File: config.mk
export PLATFORM = sky130hd
export DESIGN_NAME = fifo_word_serializer
export DESIGN_NICKNAME = d
export VERILOG_FILES = /design/src/rtl/fifo_pkg.sv /design/src/rtl/fifo_word_serializer.sv
export SDC_FILE = /design/constraint.sdc
export NUM_CORES = 1
export LEC_CHECK = 0
export CAP_MARGIN = 40
export CORE_ASPECT_RATIO = 1.2
export CORE_MARGIN = 2
export CORE_UTILIZATION = 40
export DETAILED_ROUTE_END_ITERATION = 10
export DONT_BUFFER_PORTS = 1
export GPL_TIMING_DRIVEN = 0
export HOLD_SLACK_MARGIN = 0.02
export PLACE_DENSITY = 0.61
export SLEW_MARGIN = 15
export SYNTH_ARGS = -nofsm -noshare
export SYNTH_HDL_FRONTEND = slang
export SYNTH_SLANG_ARGS = --single-unit
File: constraint.sdc
create_clock -name clk -period 4 [get_ports clk]
set_input_delay 0.8 -clock clk [delete_from_list [all_inputs] [get_ports clk]]
set_output_delay 0.8 -clock clk [all_outputs]
set_load 0.01 [all_outputs]
File: src/rtl/fifo_pkg.sv
// rtl/fifo_pkg.sv - shared constants and serializer state encoding for the FIFO read-side blocks
package fifo_pkg;

  localparam int DEF_DATA_WIDTH = 8;

  typedef enum logic [2:0] {
    IDLE,
    REQ,
    CAPTURE,
    SHIFT,
    PARITY
  } ser_state_t;

endpackage

File: src/rtl/fifo_word_serializer.sv
// rtl/fifo_word_serializer.sv - pops FIFO words and shifts them out MSB-first on a bit-serial link
// Optional even-parity trailer bit enabled by SERIAL_PARITY_EN.
module fifo_word_serializer
  import fifo_pkg::*;
#(
  parameter int DATA_WIDTH = DEF_DATA_WIDTH,
  parameter int CNT_WIDTH  = 16
) (
  input  logic                  clk,
  input  logic                  rst_n,
  input  logic                  enable,
  input  logic [DATA_WIDTH-1:0] fifo_data_out,
  input  logic                  fifo_empty,
  input  logic                  fifo_underflow,
  output logic                  fifo_read_enable,
  output logic                  ser_data,
  output logic                  ser_valid,
  input  logic                  ser_ready,
  output logic                  ser_first,
  output logic                  ser_last,
  output logic                  busy,
  output logic [CNT_WIDTH-1:0]  words_sent,
  output logic                  err_underflow
);

  localparam int IDX_W = $clog2(DATA_WIDTH);
  localparam logic [IDX_W-1:0] LAST_IDX = IDX_W'(DATA_WIDTH - 1);

  ser_state_t            state, state_next;
  logic [DATA_WIDTH-1:0] shreg;
  logic [IDX_W-1:0]      idx;
  logic                  last_bit;
  logic                  frame_done;
`ifdef SERIAL_PARITY_EN
  logic                  parity_q;
`endif

  always_ff @(posedge clk) begin
    if (!rst_n) begin
      state         <= IDLE;
      shreg         <= '0;
      idx           <= '0;
      words_sent    <= '0;
      err_underflow <= 1'b0;
`ifdef SERIAL_PARITY_EN
      parity_q      <= 1'b0;
`endif
    end else begin
      state <= state_next;
      if (fifo_underflow) err_underflow <= 1'b1;
      if (state == CAPTURE) begin
        shreg <= fifo_data_out;
        idx   <= '0;
`ifdef SERIAL_PARITY_EN
        parity_q <= ^fifo_data_out;
`endif
      end else if (state == SHIFT && ser_ready) begin
        shreg <= {shreg[DATA_WIDTH-2:0], 1'b0};
        idx   <= idx + 1'b1;
      end
      if (frame_done) words_sent <= words_sent + CNT_WIDTH'(1);
    end
  end

  always_comb begin
    state_next       = state;
    fifo_read_enable = 1'b0;
    ser_valid        = 1'b0;
    ser_data         = 1'b0;
    ser_first        = 1'b0;
    ser_last         = 1'b0;
    last_bit         = 1'b0;
    frame_done       = 1'b0;
    case (state)
      IDLE:    if (enable && !fifo_empty) state_next = REQ;
      REQ: begin
        fifo_read_enable = 1'b1;
        state_next       = CAPTURE;
      end
      CAPTURE: state_next = SHIFT;
      SHIFT: begin
        ser_valid = 1'b1;
        ser_data  = shreg[DATA_WIDTH-1];
        ser_first = (idx == '0);
        last_bit  = (idx == LAST_IDX);
`ifdef SERIAL_PARITY_EN
        if (ser_ready && last_bit) state_next = PARITY;
`else
        ser_last = last_bit;
        if (ser_ready && last_bit) frame_done = 1'b1;
`endif
      end
`ifdef SERIAL_PARITY_EN
      PARITY: begin
        ser_valid = 1'b1;
        ser_data  = parity_q;
        ser_last  = 1'b1;
        if (ser_ready) frame_done = 1'b1;
      end
`endif
      default: state_next = IDLE;
    endcase
    // A finished frame may chain straight into the next pop without visiting IDLE.
    if (frame_done) state_next = (enable && !fifo_empty) ? REQ : IDLE;
  end

  assign busy = (state != IDLE);

endmodule

==> results of run 1 <==
[flip-flops by register name, indices dropped and copies added (netlist names)]
| signal | cells |
|---|---|
| shreg | 8 |
| state | 2 |
| words_sent | 16 |
| err_underflow | 1 |
| idx | 3 |
[power groups by stage]
stage / clock [uW] / sequential (uW) / combinational, uW
final: 282 / 309 / 40.0
after global placement: 0 / 316 / 38.8
after CTS: 291 / 309 / 41.0
after detailed placement: 0 / 316 / 40.8
after global routing: 305 / 310 / 46.5
after floorplan: 0 / 315 / 33.8
[stage by stage]
step | utilization, % | power, uW | setup slack [ps] | instance area, um^2 | hold slack, ps
2_1_floorplan | - | 349 | 2200 | 1520 | 453
3_3_place_gp | 43.7 | 354 | 2080 | 1590 | 461
3_5_place_dp | 43.7 | 357 | 2060 | 1590 | 469
4_1_cts | 46.7 | 641 | 1750 | 1700 | 478
5_1_grt | 46.7 | 661 | 1690 | 1700 | 507
6_report | 46.7 | 632 | 1790 | 1700 | 484
[area by class of cell]
cell class                 count  area, um^2
fill                         357        1940
multi-input combinational    120         856
sequential                    30         601
clock buffer                   8         110
tap                           52        65.1
buffer                         6        35.0
inverter                       8        30.0
[cell families (layout without fill, tap and decap cells)]
| group | Yosys count | in the layout | share of synthesized area, % |
|---|---|---|---|
| AO/OA/AOI/OAI | 10 | 10 | 3.86 |
| XOR/XNOR | 13 | 13 | 7.48 |
| adder cells (fa/ha/maj) | 8 | 8 | 6.58 |
| buffers and inverters | 14 | 22 | 4.28 |
| flip-flops | 30 | 30 | 39.5 |
| multiplexers | 17 | 17 | 11.8 |
| AND/OR/NAND/NOR | 72 | 72 | 26.6 |
[synthesized netlist by cell type]
cell type / n / area share [%]
nand4_1: 4 / 1.6
nor4_4: 1 / 1.4
clkbuf_1: 3 / 0.74
buf_6: 1 / 0.74
nor3_1: 4 / 1.3
o21ai_1: 1 / 0.33
nand2_1: 12 / 3.0
and3b_1: 1 / 0.58
nand4_4: 1 / 1.4
nor4_2: 3 / 2.5
ha_1: 8 / 6.6
o221a_1: 1 / 0.74
nand2_4: 1 / 0.74
buf_4: 1 / 0.49
a21oi_1: 7 / 2.3
nand3b_1: 1 / 0.49
buf_2: 1 / 0.33
nand3_1: 6 / 2.0
nand2b_1: 5 / 2.1
o211ai_1: 1 / 0.49
or3_1: 1 / 0.41
mux2i_1: 10 / 6.6
nor2_1: 26 / 6.4
xor2_1: 2 / 1.2
xnor2_1: 11 / 6.3
and3_1: 3 / 1.2
nand3_2: 1 / 0.66
mux2_1: 7 / 5.2
inv_1: 6 / 1.5
inv_2: 2 / 0.49
and2_1: 2 / 0.82
dfxtp_1: 30 / 39
[layer usage]
| metal | share of wire, % | up-vias |
|---|---|---|
| li1 | - | 568 |
| met1 | 41 | 529 |
| met2 | 50 | 29 |
| met3 | 7.0 | 4 |
| met4 | 1.5 | 0 |
| met5 | 0 | - |
[critical path: cells and delay by family, from the launching register on]
kind,cells,cell delay (ps)
and+or+nand+nor,2,250
adders and majority gates,1,290
buffers and inverters,1,210
DFF,1,380
[how the worst max path moves through the flow]
stage | endpoint | slack (ps) | depth (start not counted)
final | ser_first | 1790 | 4
after global routing | ser_first | 1690 | 4
after CTS | ser_first | 1750 | 4
after detailed placement | ser_first | 2060 | 4
after global placement | ser_first | 2080 | 4
after floorplan | ser_first | 2200 | 4
==> flow_metrics.env, run 1 <==
export IMPL_grt_usage_pct=15.5
export IMPL_met2_usage_pct=25.2
export IMPL_post_cts_resized=0
export IMPL_cp_end_kind="primary output"
export IMPL_cts_hold_buf=0
export IMPL_clkSlewWorstSetupHoldPaths_ps=60
export IMPL_fin_cells=224
export IMPL_fmax_mhz=453
export IMPL_p_clk_share_pct=44.7
export IMPL_setup_tns_ps=0
export IMPL_diodes=0
export IMPL_clk_latency_ps=280
export IMPL_cts_tree="built"
export IMPL_portBuffers=0
export IMPL_vdd_drop_max_uv=276
export IMPL_min_from="idx[2]$_SDFFE_PP0P_"
export IMPL_drive_gt1_share_pct=11.6
export IMPL_power_leakage_uw=0.000666
export IMPL_grt_pass1_vias=1102
export IMPL_rsz0062_at_grt="false"
export IMPL_p_seq_share_pct=49.0
export IMPL_cp_arrival_ps=1410
export IMPL_p_int_uw=496
export IMPL_outcome="complete, no violations"
export IMPL_switching_share_pct=21.5
export IMPL_tightest_slew_ps=587
export IMPL_drtIter0Drc=29
export IMPL_maxSlewHeadroom_pct=60.9
export IMPL_mostFrequentLayoutCells="dfxtp_1 (30), nor2_1 (26), nand2_1 (12), xnor2_1 (11), mux2i_1 (10)"
export IMPL_post_cts_buffers=0
export IMPL_dieArea_um2=4320
export IMPL_grt_pass1_wl_um=5020
export IMPL_met1_usage_pct=17.7
export IMPL_start_kind="register"
export IMPL_layout_commonest_cell="dfxtp_1"
export IMPL_setup_violations_final=0
export IMPL_ioPinCount=37
export IMPL_slew_viol_final=0
export IMPL_synth_cells=164
export IMPL_via_count=1130
export IMPL_r2r_slack_ps=2240
export IMPL_final_setup_skew_ps=3.45
export IMPL_syn_num_nets=186
export IMPL_top_usage_layer="met2"
export IMPL_hold_class="reg2reg"
export IMPL_die_height_um=71.6
export IMPL_whs_endpoint="idx[2]$_SDFFE_PP0P_"
export IMPL_hold_viol_final=0
export IMPL_fp_dieW_um=60.3
export IMPL_required_ps=3200
export IMPL_path_max_fanout=10
export IMPL_pwr_share_comb_pct=6.3
export IMPL_drv_cap=0
export IMPL_power_density_nw_per_um2=372
export IMPL_grt_util_met3_pct=7.22
export IMPL_h_tree_depth=2
export IMPL_slowest_stage="dfxtp_1"
export IMPL_grt_max_degree=11
export IMPL_cts_path_max_buffers=2
export IMPL_timing_rr_end="words_sent[13]$_SDFFE_PN0P_"
export IMPL_worstSetupPathType="reg2out"
export IMPL_crit_chain="ha_1, buf_4, nand2_1, nor2_1"
export IMPL_finalCritPeriodShare_pct=55.2
export IMPL_cp_startpoint="state[0]$_SDFFE_PN0P_"
export IMPL_cts_buffers=5
export IMPL_reg2regPathDepth=6
export IMPL_slowest_delay_ps=380
export IMPL_period_needed_ps=2210
export IMPL_nets=193
export IMPL_gp_congestion=0.738
export IMPL_grt_antenna_before_repair=0
export IMPL_gr_total_overflow=0
export IMPL_viasPerCell=5.04
export IMPL_drc=0
export IMPL_yosysWarnings=0
export IMPL_worstHoldPathCells=2
export IMPL_rows=24
export IMPL_drt_wl_total_um=2920
export IMPL_core_um2=3630
export IMPL_reg2reg_from="idx[0]$_SDFFE_PP0P_"
export IMPL_cts_root_buffer="clkbuf_8"
export IMPL_dp_hpwl_um=2260
export IMPL_postRouteAntennaNets=0
export IMPL_place_inst=216
export IMPL_start_util_pct=41.9
export IMPL_ys_ff_latch=30
export IMPL_netlist_area_um2=1520
export IMPL_p_switching_uw=136
export IMPL_synth_cell_types=32
export IMPL_synth_avg_cell_area_um2=9.28
export IMPL_clkSinkCount=30
export IMPL_first_pass_iters=4
export IMPL_avgRoutedWirePerCell_um=13.0
export IMPL_ys_seq_area_share_pct=39.5
export IMPL_area_delta_synth_final_pct=11.5
(Power assumes the default switching activity.)
==> run 2: changes to the inputs <==
--- a/config.mk
+++ b/config.mk
@@ -13,7 +13,7 @@
 export DONT_BUFFER_PORTS = 1
 export GPL_TIMING_DRIVEN = 0
 export HOLD_SLACK_MARGIN = 0.02
-export PLACE_DENSITY = 0.61
+export PLACE_DENSITY = 0.63
 export SLEW_MARGIN = 15
 export SYNTH_ARGS = -nofsm -noshare
 export SYNTH_HDL_FRONTEND = slang
==> constraint.sdc (replaced) <==
create_clock -name clk -period 2 [get_ports clk]
set_input_delay 0.4 -clock clk [delete_from_list [all_inputs] [get_ports clk]]
set_output_delay 0.4 -clock clk [all_outputs]
set_load 0.01 [all_outputs]
==> flow_metrics.env, run 2 (synthesis gave the netlist of run 1 again) <==
export IMPL_clk_latency_ps=280
export IMPL_ioPinCount=37
export IMPL_p_switching_uw=283
export IMPL_avgRoutedWirePerCell_um=13.9
export IMPL_tightest_slew_ps=611
export IMPL_fillers=363
export IMPL_reg2reg_from="state[0]$_SDFFE_PN0P_"
export IMPL_setup_violations_final=0
export IMPL_top_register="words_sent"
export IMPL_cp_end_kind="primary output"
export IMPL_p_int_uw=922
export IMPL_fmax_mhz=552
export IMPL_largest_reg_flops=16
export IMPL_hold_viol_final=0
export IMPL_setup_tns_ps=0
export IMPL_cts_tree="built"
export IMPL_fp_dieW_um=60.3
export IMPL_gp_congestion=0.765
export IMPL_worstSetupPathType="reg2out"
export IMPL_p_clk_share_pct=41.8
export IMPL_drc=0
export IMPL_layout_commonest_cell="dfxtp_1"
export IMPL_via_count=1134
export IMPL_nets=193
export IMPL_cts_buffers=5
export IMPL_r2r_slack_ps=230
export IMPL_diodes=0
export IMPL_holdWs_ps=234
export IMPL_cts_hold_buf=0
export IMPL_min_from="fifo_underflow"
export IMPL_p_seq_share_pct=51.3
export IMPL_power_density_nw_per_um2=719
export IMPL_post_cts_buffers=0
export IMPL_drtIter0Drc=42
export IMPL_outcome="complete, no violations"
export IMPL_drv_cap=0
export IMPL_clkSinkCount=30
export IMPL_grt_pass1_wl_um=5180
export IMPL_cts_path_max_buffers=2
export IMPL_gr_total_overflow=0
export IMPL_grt_usage_pct=16.1
export IMPL_switching_share_pct=23.5
export IMPL_portBuffers=0
export IMPL_path_max_fanout=10
export IMPL_clkSlewWorstSetupHoldPaths_ps=60
export IMPL_postRouteAntennaNets=0
export IMPL_cts_root_buffer="clkbuf_8"
export IMPL_final_setup_skew_ps=1.80
export IMPL_cp_arrival_ps=1410
export IMPL_vdd_drop_max_uv=374
export IMPL_required_ps=1600
export IMPL_dieArea_um2=4320
export IMPL_dp_hpwl_um=2290
export IMPL_whs_endpoint="err_underflow$_SDFFE_PN0P_"
export IMPL_h_tree_depth=2
export IMPL_start_util_pct=41.9
export IMPL_drive_gt1_share_pct=11.0
export IMPL_start_kind="register"
export IMPL_area_delta_synth_final_pct=10.3
export IMPL_grt_pass1_vias=1163
export IMPL_post_cts_resized=0
export IMPL_worstHoldPathCells=2
export IMPL_viasPerCell=5.06
export IMPL_grt_antenna_before_repair=0
export IMPL_period_needed_ps=1810
export IMPL_rsz0062_at_grt="false"
export IMPL_drt_wl_total_um=3120
export IMPL_timing_rr_end="shreg[6]$_SDFFE_PN0P_"
export IMPL_final_util_pct=46.2
export IMPL_core_um2=3630
export IMPL_reg2regPathDepth=7
export IMPL_mostFrequentLayoutCells="dfxtp_1 (30), nor2_1 (26), nand2_1 (12), xnor2_1 (11), mux2i_1 (10)"
export IMPL_pwr_share_comb_pct=6.9
export IMPL_rows=24
export IMPL_finalCritPeriodShare_pct=90.7
export IMPL_first_pass_iters=4
export IMPL_top_regs="words_sent: 16 flops, shreg: 8 flops, idx: 3 flops"
export IMPL_maxSlewHeadroom_pct=59.3
export IMPL_die_height_um=71.6
export IMPL_hold_class="in2reg"
export IMPL_grt_max_degree=11
export IMPL_power_leakage_uw=0.000656
export IMPL_slew_viol_final=0
run 2: changes by cell type in the layout (fill, tap and decap cells not counted), sizes merged:
cell / delta
clkbuf: -1
clkinv: +1
run 2: worst max-delay path by stage:
stage / start / end / slack (ps) / cells past startpoint
2_1_floorplan: state[0]$_SDFFE_PN0P_ / shreg[6]$_SDFFE_PN0P_ / 410 / 7
3_3_place_gp: state[0]$_SDFFE_PN0P_ / words_sent[12]$_SDFFE_PN0P_ / 280 / 7
3_5_place_dp: state[0]$_SDFFE_PN0P_ / shreg[6]$_SDFFE_PN0P_ / 210 / 7
4_1_cts: state[0]$_SDFFE_PN0P_ / ser_first / 170 / 4
5_1_grt: idx[1]$_SDFFE_PP0P_ / words_sent[13]$_SDFFE_PN0P_ / 60 / 6
6_report: state[0]$_SDFFE_PN0P_ / ser_first / 190 / 4
run 2: worst max-delay path, cell delays in order (launching register included):
cell,delay [ps]
dfxtp_1,380
ha_1,290
buf_4,220
nand2_1,60
nor2_1,180
run 2: final cells by class:
type / count / area [um^2] / area share (%)
Multi-Input combinational cell: 120 / 856 / 51.0
Sequential cell: 30 / 601 / 35.8
Clock buffer: 7 / 86.3 / 5.15
Tap cell: 52 / 65.1 / 3.88
Buffer: 6 / 35.0 / 2.09
Inverter: 8 / 30.0 / 1.79
Clock inverter: 1 / 5.00 / 0.298
run 2: power groups by stage:
stage               sequential, uW  combinational (uW)  clock [uW]
floorplan                      630                67.6           0
global placement               631                76.8           0
detailed placement             632                83.7           0
CTS                            618                84.1         516
global route                   620                92.4         545
finish                         618                83.2         504
run 2: metrics by stage:
stage                     std cells  setup slack, ps  area, um^2  total power (uW)
after floorplan                 164              406        1520               697
after global placement          216              275        1590               708
after detailed placement        216              209        1590               716
after CTS                       224              166        1680              1220
after global routing            224             61.9        1680              1260
final                           224              187        1680              1210
run 2: metal layers:
metal,global-route usage [%],routed length (um),vias to the layer above
met1,16.3,1230,539
li1,-,-,564
met4,5.93,49,0
met3,6.32,189,7
met5,0,0,-
met2,29.1,1640,24
==> run 3: changes to the inputs <==
--- a/config.mk
+++ b/config.mk
@@ -5,7 +5,9 @@
 export SDC_FILE = /design/constraint.sdc
 export NUM_CORES = 1
 export LEC_CHECK = 0
-export CAP_MARGIN = 40
+export CAP_MARGIN = 20
+export CELL_PAD_IN_SITES_DETAIL_PLACEMENT = 1
+export CELL_PAD_IN_SITES_GLOBAL_PLACEMENT = 1
 export CORE_ASPECT_RATIO = 1.2
 export CORE_MARGIN = 2
 export CORE_UTILIZATION = 40
@@ -13,7 +15,7 @@
 export DONT_BUFFER_PORTS = 1
 export GPL_TIMING_DRIVEN = 0
 export HOLD_SLACK_MARGIN = 0.02
-export PLACE_DENSITY = 0.63
+export PLACE_DENSITY = 0.78
 export SLEW_MARGIN = 15
 export SYNTH_ARGS = -nofsm -noshare
 export SYNTH_HDL_FRONTEND = slang
==> flow_metrics.env, run 3 (synthesis gave the netlist of run 1 again) <==
export IMPL_final_setup_skew_ps=11.0
export IMPL_rows=24
export IMPL_outcome="complete, no violations"
export IMPL_setup_tns_ps=0
export IMPL_cp_num_buf_inv=1
export IMPL_maxSlewHeadroom_pct=62.0
export IMPL_clkSlewWorstSetupHoldPaths_ps=60
export IMPL_top_regs="words_sent: 16 flops, shreg: 8 flops, idx: 3 flops"
export IMPL_gp_congestion=0.724
export IMPL_ioPinCount=37
export IMPL_dp_hpwl_um=2660
export IMPL_holdWs_ps=235
export IMPL_fmax_mhz=549
export IMPL_cts_buffers=5
export IMPL_area_delta_synth_final_pct=10.5
export IMPL_post_cts_resized=0
export IMPL_place_inst=216
export IMPL_cts_root_buffer="clkbuf_8"
export IMPL_largest_reg_flops=16
export IMPL_start_kind="register"
export IMPL_mostFrequentLayoutCells="dfxtp_1 (30), nor2_1 (26), nand2_1 (12), xnor2_1 (11), mux2i_1 (10)"
export IMPL_grt_pass1_wl_um=5720
export IMPL_grt_usage_pct=18.0
export IMPL_setup_violations_final=0
export IMPL_tightest_slew_ps=571
export IMPL_slew_viol_final=0
export IMPL_rsz0062_at_grt="false"
export IMPL_clkSinkCount=30
export IMPL_core_um2=3630
export IMPL_hold_viol_final=0
export IMPL_grt_antenna_before_repair=0
export IMPL_cp_end_kind="primary output"
export IMPL_p_int_uw=921
export IMPL_portBuffers=0
export IMPL_crit_chain="ha_1, buf_4, nand2_1, nor2_1"
export IMPL_cts_path_max_buffers=2
export IMPL_worstSetupPathType="reg2out"
export IMPL_p_switching_uw=296
export IMPL_layout_commonest_cell="dfxtp_1"
export IMPL_top_register="words_sent"
export IMPL_start_util_pct=41.9
export IMPL_via_count=1134
export IMPL_power_density_nw_per_um2=724
export IMPL_drv_cap=0
export IMPL_clk_latency_ps=290
export IMPL_hold_class="in2reg"
export IMPL_cp_top_family="flip-flops"
export IMPL_cts_tree="built"
export IMPL_final_util_pct=46.3
export IMPL_viasPerCell=5.06
export IMPL_power_leakage_uw=0.000655
export IMPL_nets=193
export IMPL_grt_max_degree=11
export IMPL_slowest_delay_ps=380
export IMPL_cts_hold_buf=0
export IMPL_fin_cells=224
export IMPL_vdd_drop_max_uv=437
export IMPL_first_pass_iters=4
export IMPL_p_seq_share_pct=50.9
export IMPL_drtIter0Drc=30
export IMPL_h_tree_depth=2
export IMPL_grt_pass1_vias=1257
export IMPL_post_cts_buffers=0
export IMPL_finalCritPeriodShare_pct=91.0
export IMPL_drt_wl_total_um=3350
export IMPL_path_max_fanout=10
export IMPL_die_height_um=71.6
export IMPL_drive_gt1_share_pct=11.6
export IMPL_required_ps=1600
export IMPL_gr_total_overflow=0
export IMPL_p_clk_share_pct=42.3
export IMPL_postRouteAntennaNets=0
export IMPL_cp_arrival_ps=1420
export IMPL_dieArea_um2=4320
export IMPL_avgRoutedWirePerCell_um=14.9
export IMPL_diodes=0
export IMPL_slowest_stage="dfxtp_1"
export IMPL_fp_dieW_um=60.3
export IMPL_drc=0
export IMPL_switching_share_pct=24.3
export IMPL_period_needed_ps=1820
export IMPL_pwr_share_comb_pct=6.8
run 3: metrics by stage:
| step | setup WS, ps | total power (uW) | area [um^2] |
|---|---|---|---|
| after floorplan | 406 | 697 | 1520 |
| after global placement | 265 | 708 | 1590 |
| after detailed placement | 211 | 717 | 1590 |
| after CTS | 158 | 1230 | 1680 |
| after global routing | 55.7 | 1280 | 1680 |
| final | 179 | 1220 | 1680 |
run 3: path summary, 6_finish.rpt:
| kind | from | to | slack (ps) | depth (start not counted) |
|---|---|---|---|---|
| hold reg to reg | idx[1]$_SDFFE_PP0P_ | idx[1]$_SDFFE_PP0P_ | 480 | 2 |
| hold / removal | fifo_underflow | err_underflow$_SDFFE_PN0P_ | 240 | 2 |
| setup reg to reg | state[0]$_SDFFE_PN0P_ | words_sent[10]$_SDFFE_PN0P_ | 230 | 7 |
| setup / recovery | state[0]$_SDFFE_PN0P_ | ser_first | 180 | 4 |
run 3: power groups by stage:
stage	clock network (uW)	logic (uW)	registers, uW
final	515	83.0	619
after detailed placement	0	84.5	632
after CTS	529	84.7	619
after floorplan	0	67.6	630
after global placement	0	76.7	631
after global routing	562	94.0	620
run 3: area by class of cell:
cell class | count | area [um^2]
multi-input cells | 120 | 856
well taps | 52 | 65.1
plain buffers | 6 | 35.0
flip-flops and latches | 30 | 601
inverters | 8 | 30.0
clock inverters | 2 | 12.5
fillers | 423 | 1950
clock buffers | 6 | 82.6
run 3: layer usage:
layer  up-vias  part of all wire [%]  global-route usage, %
met3         7                   6.4                   7.94
met1       539                    38                   19.3
met4         0                   1.7                   6.67
met5         -                     0                      0
met2        26                    54                   30.7
li1        562                     -                      -
